<file path="src/rtl/ball_motion_if.sv">
// Ball motion bus: play controls and paddle positions in, ball state and score pulses out.
interface ball_motion_if;
    logic       game_on;
    logic [1:0] diff;
    logic [9:0] left_pos;
    logic [9:0] right_pos;
    logic [9:0] ballX;
    logic [9:0] ballY;
    logic       moving_up;
    logic       moving_down;
    logic       serving;
    logic       score_left;
    logic       score_right;

    modport master (
        output game_on, diff, left_pos, right_pos,
        input  ballX, ballY, moving_up, moving_down, serving, score_left, score_right
    );

    modport slave (
        input  game_on, diff, left_pos, right_pos,
        output ballX, ballY, moving_up, moving_down, serving, score_left, score_right
    );
endinterface

</file>
<file path="src/rtl/ball_motion.sv">
// Pong ball mover: difficulty-paced step strobe, wall/paddle bounces, miss scoring and re-serve.
// Optional macro BALL_SPEEDUP_EN: paddle hits shorten the step period; period reloads only while serving.
module ball_motion #(
    parameter int SCREEN_W    = 640,
    parameter int SCREEN_H    = 480,
    parameter int BALL_SIZE   = 8,
    parameter int PADDLE_H    = 64,
    parameter int PADDLE_W    = 8,
    parameter int PADDLE_XL   = 16,
    parameter int PADDLE_XR   = 616,
    parameter int TICKS_D0    = 80000,
    parameter int TICKS_D1    = 60000,
    parameter int TICKS_D2    = 40000,
    parameter int TICKS_D3    = 20000,
    parameter int SERVE_STEPS = 64
) (
    input  logic          clk,
    input  logic          reset,
    ball_motion_if.slave  bm
);
    localparam int TMAX01 = (TICKS_D0 > TICKS_D1) ? TICKS_D0 : TICKS_D1;
    localparam int TMAX23 = (TICKS_D2 > TICKS_D3) ? TICKS_D2 : TICKS_D3;
    localparam int TMAX   = (TMAX01 > TMAX23) ? TMAX01 : TMAX23;
    localparam int TW     = $clog2(TMAX + 1);
    localparam int SW     = $clog2(SERVE_STEPS + 1);

    localparam logic [9:0]  CX     = 10'(SCREEN_W / 2 - BALL_SIZE / 2);
    localparam logic [9:0]  CY     = 10'(SCREEN_H / 2 - BALL_SIZE / 2);
    localparam logic [9:0]  X_MAX  = 10'(SCREEN_W - BALL_SIZE);
    localparam logic [9:0]  Y_MAX  = 10'(SCREEN_H - BALL_SIZE);
    localparam logic [9:0]  X_LHIT = 10'(PADDLE_XL + PADDLE_W);
    localparam logic [9:0]  X_RHIT = 10'(PADDLE_XR - BALL_SIZE);
    localparam logic [10:0] BS11   = 11'(BALL_SIZE);
    localparam logic [10:0] PH11   = 11'(PADDLE_H);

    typedef enum logic [1:0] {SERVE, PLAY, SCORED} state_t;

    state_t          state, state_d;
    logic [9:0]      ball_x, ball_x_d, ball_y, ball_y_d;
    logic            dir_left, dir_left_d, up, up_d;
    logic            serving, serving_d, score_l, score_l_d, score_r, score_r_d;
    logic [SW-1:0]   step_cnt, step_cnt_d;
    logic [TW-1:0]   tick_cnt, period_q, period_eff;
    logic            strobe, ov_l, ov_r, hit_l, hit_r, miss_l, miss_r;

    function automatic logic [TW-1:0] ticks_for(input logic [1:0] d);
        case (d)
            2'b00:   return TW'(TICKS_D0);
            2'b01:   return TW'(TICKS_D1);
            2'b10:   return TW'(TICKS_D2);
            default: return TW'(TICKS_D3);
        endcase
    endfunction

    // diff is looked at only at the first count of an interval; the rest of the interval uses period_q
`ifdef BALL_SPEEDUP_EN
    assign period_eff = (state == SERVE && tick_cnt == '0) ? ticks_for(bm.diff) : period_q;
`else
    assign period_eff = (tick_cnt == '0) ? ticks_for(bm.diff) : period_q;
`endif
    assign strobe = bm.game_on && (tick_cnt == period_eff - TW'(1));

    assign ov_l  = ({1'b0, ball_y} + BS11 > {1'b0, bm.left_pos})  && ({1'b0, ball_y} < {1'b0, bm.left_pos} + PH11);
    assign ov_r  = ({1'b0, ball_y} + BS11 > {1'b0, bm.right_pos}) && ({1'b0, ball_y} < {1'b0, bm.right_pos} + PH11);
    assign hit_l = (state == PLAY) && dir_left  && ball_x == X_LHIT && ov_l;
    assign hit_r = (state == PLAY) && !dir_left && ball_x == X_RHIT && ov_r;
    assign miss_l = dir_left  && ball_x == '0;
    assign miss_r = !dir_left && ball_x == X_MAX;

    always_ff @(posedge clk or negedge reset) begin
        if (!reset) begin
            tick_cnt <= '0;
            period_q <= TW'(TICKS_D0);
        end else if (bm.game_on) begin
            tick_cnt <= strobe ? '0 : tick_cnt + TW'(1);
`ifdef BALL_SPEEDUP_EN
            if (strobe && (hit_l || hit_r)) begin
                if (period_eff - (period_eff >> 4) < TW'(TICKS_D3 / 2))
                    period_q <= TW'(TICKS_D3 / 2);
                else
                    period_q <= period_eff - (period_eff >> 4);
            end else begin
                period_q <= period_eff;
            end
`else
            period_q <= period_eff;
`endif
        end
    end

    // Freezing falls out of strobe gating; SCORED exits regardless of game_on so the pulse stays one clk
    always_comb begin
        state_d    = state;
        ball_x_d   = ball_x;
        ball_y_d   = ball_y;
        dir_left_d = dir_left;
        up_d       = up;
        serving_d  = serving;
        score_l_d  = 1'b0;
        score_r_d  = 1'b0;
        step_cnt_d = step_cnt;
        unique case (state)
            SERVE: begin
                if (strobe) begin
                    if (step_cnt == SW'(SERVE_STEPS - 1)) begin
                        state_d    = PLAY;
                        serving_d  = 1'b0;
                        step_cnt_d = '0;
                    end else begin
                        step_cnt_d = step_cnt + SW'(1);
                    end
                end
            end
            PLAY: begin
                if (strobe) begin
                    if (miss_l) begin
                        state_d   = SCORED;
                        score_r_d = 1'b1;
                    end else if (miss_r) begin
                        state_d   = SCORED;
                        score_l_d = 1'b1;
                    end else begin
                        if (up && ball_y == '0)
                            up_d = 1'b0;
                        else if (!up && ball_y == Y_MAX)
                            up_d = 1'b1;
                        if (hit_l)
                            dir_left_d = 1'b0;
                        else if (hit_r)
                            dir_left_d = 1'b1;
                        ball_x_d = dir_left_d ? ball_x - 10'd1 : ball_x + 10'd1;
                        ball_y_d = up_d ? ball_y - 10'd1 : ball_y + 10'd1;
                    end
                end
            end
            SCORED: begin
                state_d    = SERVE;
                ball_x_d   = CX;
                ball_y_d   = CY;
                serving_d  = 1'b1;
                step_cnt_d = '0;
            end
            default: state_d = SERVE;
        endcase
    end

    always_ff @(posedge clk or negedge reset) begin
        if (!reset) begin
            state    <= SERVE;
            ball_x   <= CX;
            ball_y   <= CY;
            dir_left <= 1'b0;
            up       <= 1'b0;
            serving  <= 1'b1;
            score_l  <= 1'b0;
            score_r  <= 1'b0;
            step_cnt <= '0;
        end else begin
            state    <= state_d;
            ball_x   <= ball_x_d;
            ball_y   <= ball_y_d;
            dir_left <= dir_left_d;
            up       <= up_d;
            serving  <= serving_d;
            score_l  <= score_l_d;
            score_r  <= score_r_d;
            step_cnt <= step_cnt_d;
        end
    end

    assign bm.ballX       = ball_x;
    assign bm.ballY       = ball_y;
    assign bm.moving_up   = up;
    assign bm.moving_down = ~up;
    assign bm.serving     = serving;
    assign bm.score_left  = score_l;
    assign bm.score_right = score_r;
endmodule
</file>
<file path="src/flat_wrapper.sv">
// flat-port wrapper written by rule: the top's interface ports become plain ports
module ball_motion_flat 
#(
    parameter int SCREEN_W    = 640,
    parameter int SCREEN_H    = 480,
    parameter int BALL_SIZE   = 8,
    parameter int PADDLE_H    = 64,
    parameter int PADDLE_W    = 8,
    parameter int PADDLE_XL   = 16,
    parameter int PADDLE_XR   = 616,
    parameter int TICKS_D0    = 80000,
    parameter int TICKS_D1    = 60000,
    parameter int TICKS_D2    = 40000,
    parameter int TICKS_D3    = 20000,
    parameter int SERVE_STEPS = 64
)
  (clk, reset, bm_game_on, bm_diff, bm_left_pos, bm_right_pos, bm_ballX, bm_ballY, bm_moving_up, bm_moving_down, bm_serving, bm_score_left, bm_score_right);
  ball_motion_if bm_i ();
  input  logic clk;
  input  logic reset;
  input wire logic [$bits(bm_i.game_on)-1:0] bm_game_on;
  input wire logic [$bits(bm_i.diff)-1:0] bm_diff;
  input wire logic [$bits(bm_i.left_pos)-1:0] bm_left_pos;
  input wire logic [$bits(bm_i.right_pos)-1:0] bm_right_pos;
  output wire logic [$bits(bm_i.ballX)-1:0] bm_ballX;
  output wire logic [$bits(bm_i.ballY)-1:0] bm_ballY;
  output wire logic [$bits(bm_i.moving_up)-1:0] bm_moving_up;
  output wire logic [$bits(bm_i.moving_down)-1:0] bm_moving_down;
  output wire logic [$bits(bm_i.serving)-1:0] bm_serving;
  output wire logic [$bits(bm_i.score_left)-1:0] bm_score_left;
  output wire logic [$bits(bm_i.score_right)-1:0] bm_score_right;
  assign bm_i.game_on = bm_game_on;
  assign bm_i.diff = bm_diff;
  assign bm_i.left_pos = bm_left_pos;
  assign bm_i.right_pos = bm_right_pos;
  assign bm_ballX = bm_i.ballX;
  assign bm_ballY = bm_i.ballY;
  assign bm_moving_up = bm_i.moving_up;
  assign bm_moving_down = bm_i.moving_down;
  assign bm_serving = bm_i.serving;
  assign bm_score_left = bm_i.score_left;
  assign bm_score_right = bm_i.score_right;
  ball_motion #(.SCREEN_W(SCREEN_W), .SCREEN_H(SCREEN_H), .BALL_SIZE(BALL_SIZE), .PADDLE_H(PADDLE_H), .PADDLE_W(PADDLE_W), .PADDLE_XL(PADDLE_XL), .PADDLE_XR(PADDLE_XR), .TICKS_D0(TICKS_D0), .TICKS_D1(TICKS_D1), .TICKS_D2(TICKS_D2), .TICKS_D3(TICKS_D3), .SERVE_STEPS(SERVE_STEPS)) u_core (.clk(clk), .reset(reset), .bm(bm_i));
endmodule
</file>
<file path="config.mk">
export PLATFORM = sky130hd
export DESIGN_NAME = ball_motion_flat
export DESIGN_NICKNAME = d
export VERILOG_FILES = /design/src/rtl/ball_motion_if.sv /design/src/rtl/ball_motion.sv /design/src/flat_wrapper.sv
export SDC_FILE = /design/constraint.sdc
export NUM_CORES = 1
export LEC_CHECK = 0
export BUFFER_PORTS_ARGS = -buffer_cell sky130_fd_sc_hd__buf_4
export CORE_ASPECT_RATIO = 0.75
export CORE_MARGIN = 5
export CORE_UTILIZATION = 29
export CTS_BUF_LIST = sky130_fd_sc_hd__clkbuf_4 sky130_fd_sc_hd__clkbuf_8
export DETAILED_ROUTE_END_ITERATION = 10
export SLEW_MARGIN = 20
export SYNTH_ARGS = -nofsm -noshare
export SYNTH_HDL_FRONTEND = slang
export SYNTH_SLANG_ARGS = --single-unit
</file>
<file path="constraint.sdc">
create_clock -name clk -period 4.7 [get_ports clk]
set_clock_uncertainty 0.2 [all_clocks]
set_input_delay 0.235 -clock clk [delete_from_list [all_inputs] [get_ports clk]]
set_output_delay 0.235 -clock clk [all_outputs]
set_load 0.05 [all_outputs]
</file>
==> reports/results.ini <==
[final_layout]
fin_cells=1002
drive_above_1_share_pct=18.5
finalNetCount=827
syn_to_final_growth_pct=18.6
diodes=0

[power_and_ir_drop]
power_density_mw_per_mm2=289
power_mw=2.00
p_leak_nw=3.23
max-vdd-ir-drop_v=0.000123

[grt]
grt_start_max_net_pins=69
grt_pass1_wl_um=26200
grt_overflow_total=0
grt_pass1_vias=4820
track_usage_pct=13.8
grt_antenna_before_repair=0

[detailed_routing]
drt_first_pass_iters=4
drcViolationCount=0
ant_nets=0
via_count=5108
wl_per_cell_um=15.9
first_iter_violations=370
via_per_inst=5.10
wirelength_um=16000

[worst_setup_path]
timing.reg2reg.setup_slack_ps=200
critical_path_class=register to register
slowest_delay_ps=580
timing.rr.start=u_core.bm.ballY[5]$_DFFE_PN1P_
cp.required_ps=4800
r2r_cells=21
reg2reg_to=u_core.bm.ballX[9]$_DFFE_PN0P_
path_max_fanout=6
crit_path_end_kind=register
critical_path.startpoint_type=register
slowest_stage=dfstp_2
cp_cell_sequence=and3_4 > nand3_1 > xnor2_1 > ha_1 > nand2_1 > or3_1 > o211ai_1 > a31oi_1 > a211o_1 > nand2_1 > and2_4 > ha_1 > a21o_1 > a21oi_2 > nand2b_4 > a21oi_1 > a211oi_2 > a21oi_1 > and2_1 > nor3_2 > mux2i_1
cp.arrival_ps=4600

[clocking]
clock-sinks=68
root_buffer=clkbuf_8
clock_path_buffers=2
cts.htree.levels=3
clk_pin_slew_worst_paths_ps=80
numCtsBuffers=9
cts_tree=done
insertion_delay_ps=370

[flow_run]
drv_cap=0

[yosys]
seq_area_frac_synth_pct=29.5
async_flop_share_pct=100
synth_seq_cells=68
synth_edf_count=0
synth_nets=765
synth_ff_type=dfrtp_1
synth.distinct_cells=74
ys_warn_count=0
avgSynthCellArea_um2=8.62
netlist_instances=677
synth_area_mm2=0.00584

[floorplanning]
initial_core_util_pct=29.2
rows=45
die-area_mm2=0.0231
coreArea_mm2=0.0200
die_w_um=174
io_pins=50
die_y_um=133

[place]
dp_hpwl_um=12200
place_worst_setup_slack_ps=-11.9
gp_congestion=0.879
dp.cells=982
io_buffers=49

[sta]
slew_headroom_pct=41.0
period_minus_slack_ps=4500
whs_ps=186
fin_crit_sh_pct=95.8
worst_pin_slew_ps=885
fin_ws_ps=198
final_max_slew_viol_count=0
hold_violations=0
fmax_ghz=0.222
setup_violations=0

[min_path]
hp-start=bm_diff[1]
min_path_type=input pin to register
min_delay_path_depth=4
holdPathEnd=u_core.period_q[10]$_DFFE_PN0P_

[outcome]
status=finished, final reports clean

-- cell type report --
type,count,area (um^2)
Clock buffer,12,159
Clock inverter,4,47.5
Fill cell,2051,13100
Inverter,36,135
Multi-Input combinational cell,544,3910
Sequential cell,68,1720
Tap cell,258,323
Timing Repair Buffer,80,631
-- sequential cells by signal (all words and copies together), names as in the netlist --
name / count
u_core.bm.ballX: 10
u_core.bm.ballY: 10
u_core.bm.moving_up: 1
u_core.bm.score_left: 1
u_core.bm.score_right: 1
u_core.bm.serving: 1
u_core.dir_left: 1
u_core.period_q: 17
u_core.state: 2
u_core.step_cnt: 7
u_core.tick_cnt: 17
-- metrics by stage --
step                TNS [ps]  util (%)  area, um^2
detailed placement     -11.9      33.1        6620
finish                     0      34.6        6920
global placement           0      33.1        6620
global route           -42.4      34.6        6920
CTS                        0      34.2        6850
floorplan                  0         -        5840
-- logic make-up (layout without fill, tap and decap cells) --
kind of cell	count (synthesis)	in the layout	share of synthesized area, %
flops	68	68	29.5
xor+xnor	57	57	8.79
fa+ha+maj	63	63	13.8
compound gates	148	148	17.2
buf+inv	65	132	4.80
simple gates	264	264	23.8
mux	12	12	2.12
-- layout by cell type, fill, tap and decap left out, drive strengths merged, types with 19 or more instances in the layout --
master,instances
buf,78
nand2,69
ha,61
nor2,58
dfrtp,52
a21oi,37
nand3,36
inv,35
xor2,30
xnor2,26
o21ai,24
nor3,19
-- routing by layer --
metal | GRT usage [%] | wire length (um) | up-vias
met5 | 0 | 0 | -
li1 | - | - | 2571
met2 | 19.5 | 6570 | 100
met3 | 3.00 | 705 | 12
met1 | 21.5 | 8540 | 2425
met4 | 2.59 | 129 | 0
-- what timing repair did --
item | in CTS | in global routing
gates resized for setup | 1 | 12
pin swaps | 0 | 4
endpoints found under the setup margin | 1 | 14
endpoints found under the hold margin | 54 | 0
buffers inserted | 0 | 2
hold buffers | 2 | 0
-- worst max-delay path by stage --
stage	startpoint	to	slack, ps	cells past startpoint
2_1_floorplan	u_core.bm.ballY[4]$_DFFE_PN0P_	u_core.bm.ballX[9]$_DFFE_PN0P_	3	21
3_3_place_gp	u_core.bm.ballY[5]$_DFFE_PN1P_	u_core.bm.ballX[9]$_DFFE_PN0P_	80	21
3_5_place_dp	u_core.bm.ballY[5]$_DFFE_PN1P_	u_core.bm.ballX[9]$_DFFE_PN0P_	-10	21
4_1_cts	u_core.bm.ballY[5]$_DFFE_PN1P_	u_core.bm.ballX[9]$_DFFE_PN0P_	60	21
5_1_grt	u_core.bm.ballY[5]$_DFFE_PN1P_	u_core.bm.ballX[9]$_DFFE_PN0P_	-40	21
6_report	u_core.bm.ballY[5]$_DFFE_PN1P_	u_core.bm.ballX[9]$_DFFE_PN0P_	200	21
-- synthesized netlist by cell type, types with 4 or more instances --
cell / instances / area, um^2
buf_2: 11 / 55.1
nand2_1: 69 / 259
ha_1: 61 / 763
a21o_1: 12 / 90.1
mux2i_1: 9 / 90.1
or3_1: 4 / 25.0
dfstp_2: 16 / 420
or4_1: 5 / 37.5
inv_1: 35 / 131
and3_1: 6 / 37.5
nor3_1: 18 / 90.1
o21ai_0: 18 / 90.1
nor2_1: 58 / 218
nand3_1: 36 / 180
a211o_1: 4 / 35.0
and2_1: 11 / 68.8
a211oi_1: 8 / 60.1
nand4_1: 10 / 62.6
o211ai_1: 13 / 97.6
a21oi_1: 36 / 180
o21ai_1: 6 / 30.0
xor2_1: 30 / 263
nor4_1: 8 / 50.1
a31oi_1: 8 / 50.1
dfrtp_1: 52 / 1300
nand2b_1: 6 / 37.5
clkbuf_1: 14 / 52.6
xnor2_1: 26 / 228
o21a_1: 8 / 60.1
nor2b_1: 9 / 56.3
-- power by group --
part / switching, mW / internal (mW)
Combinational: 0.396 / 0.312
Clock: 0.243 / 0.278
Sequential: 0.104 / 0.666
-- worst max-delay path, delay by kind of cell, from the launching register on --
kind | cells | cell delay (ps)
compound gates | 8 | 1210
flops | 1 | 580
simple gates | 9 | 1510
mux | 1 | 190
xor+xnor | 1 | 160
fa+ha+maj | 2 | 570
No activity file was read; power rests on OpenSTA's default activity.
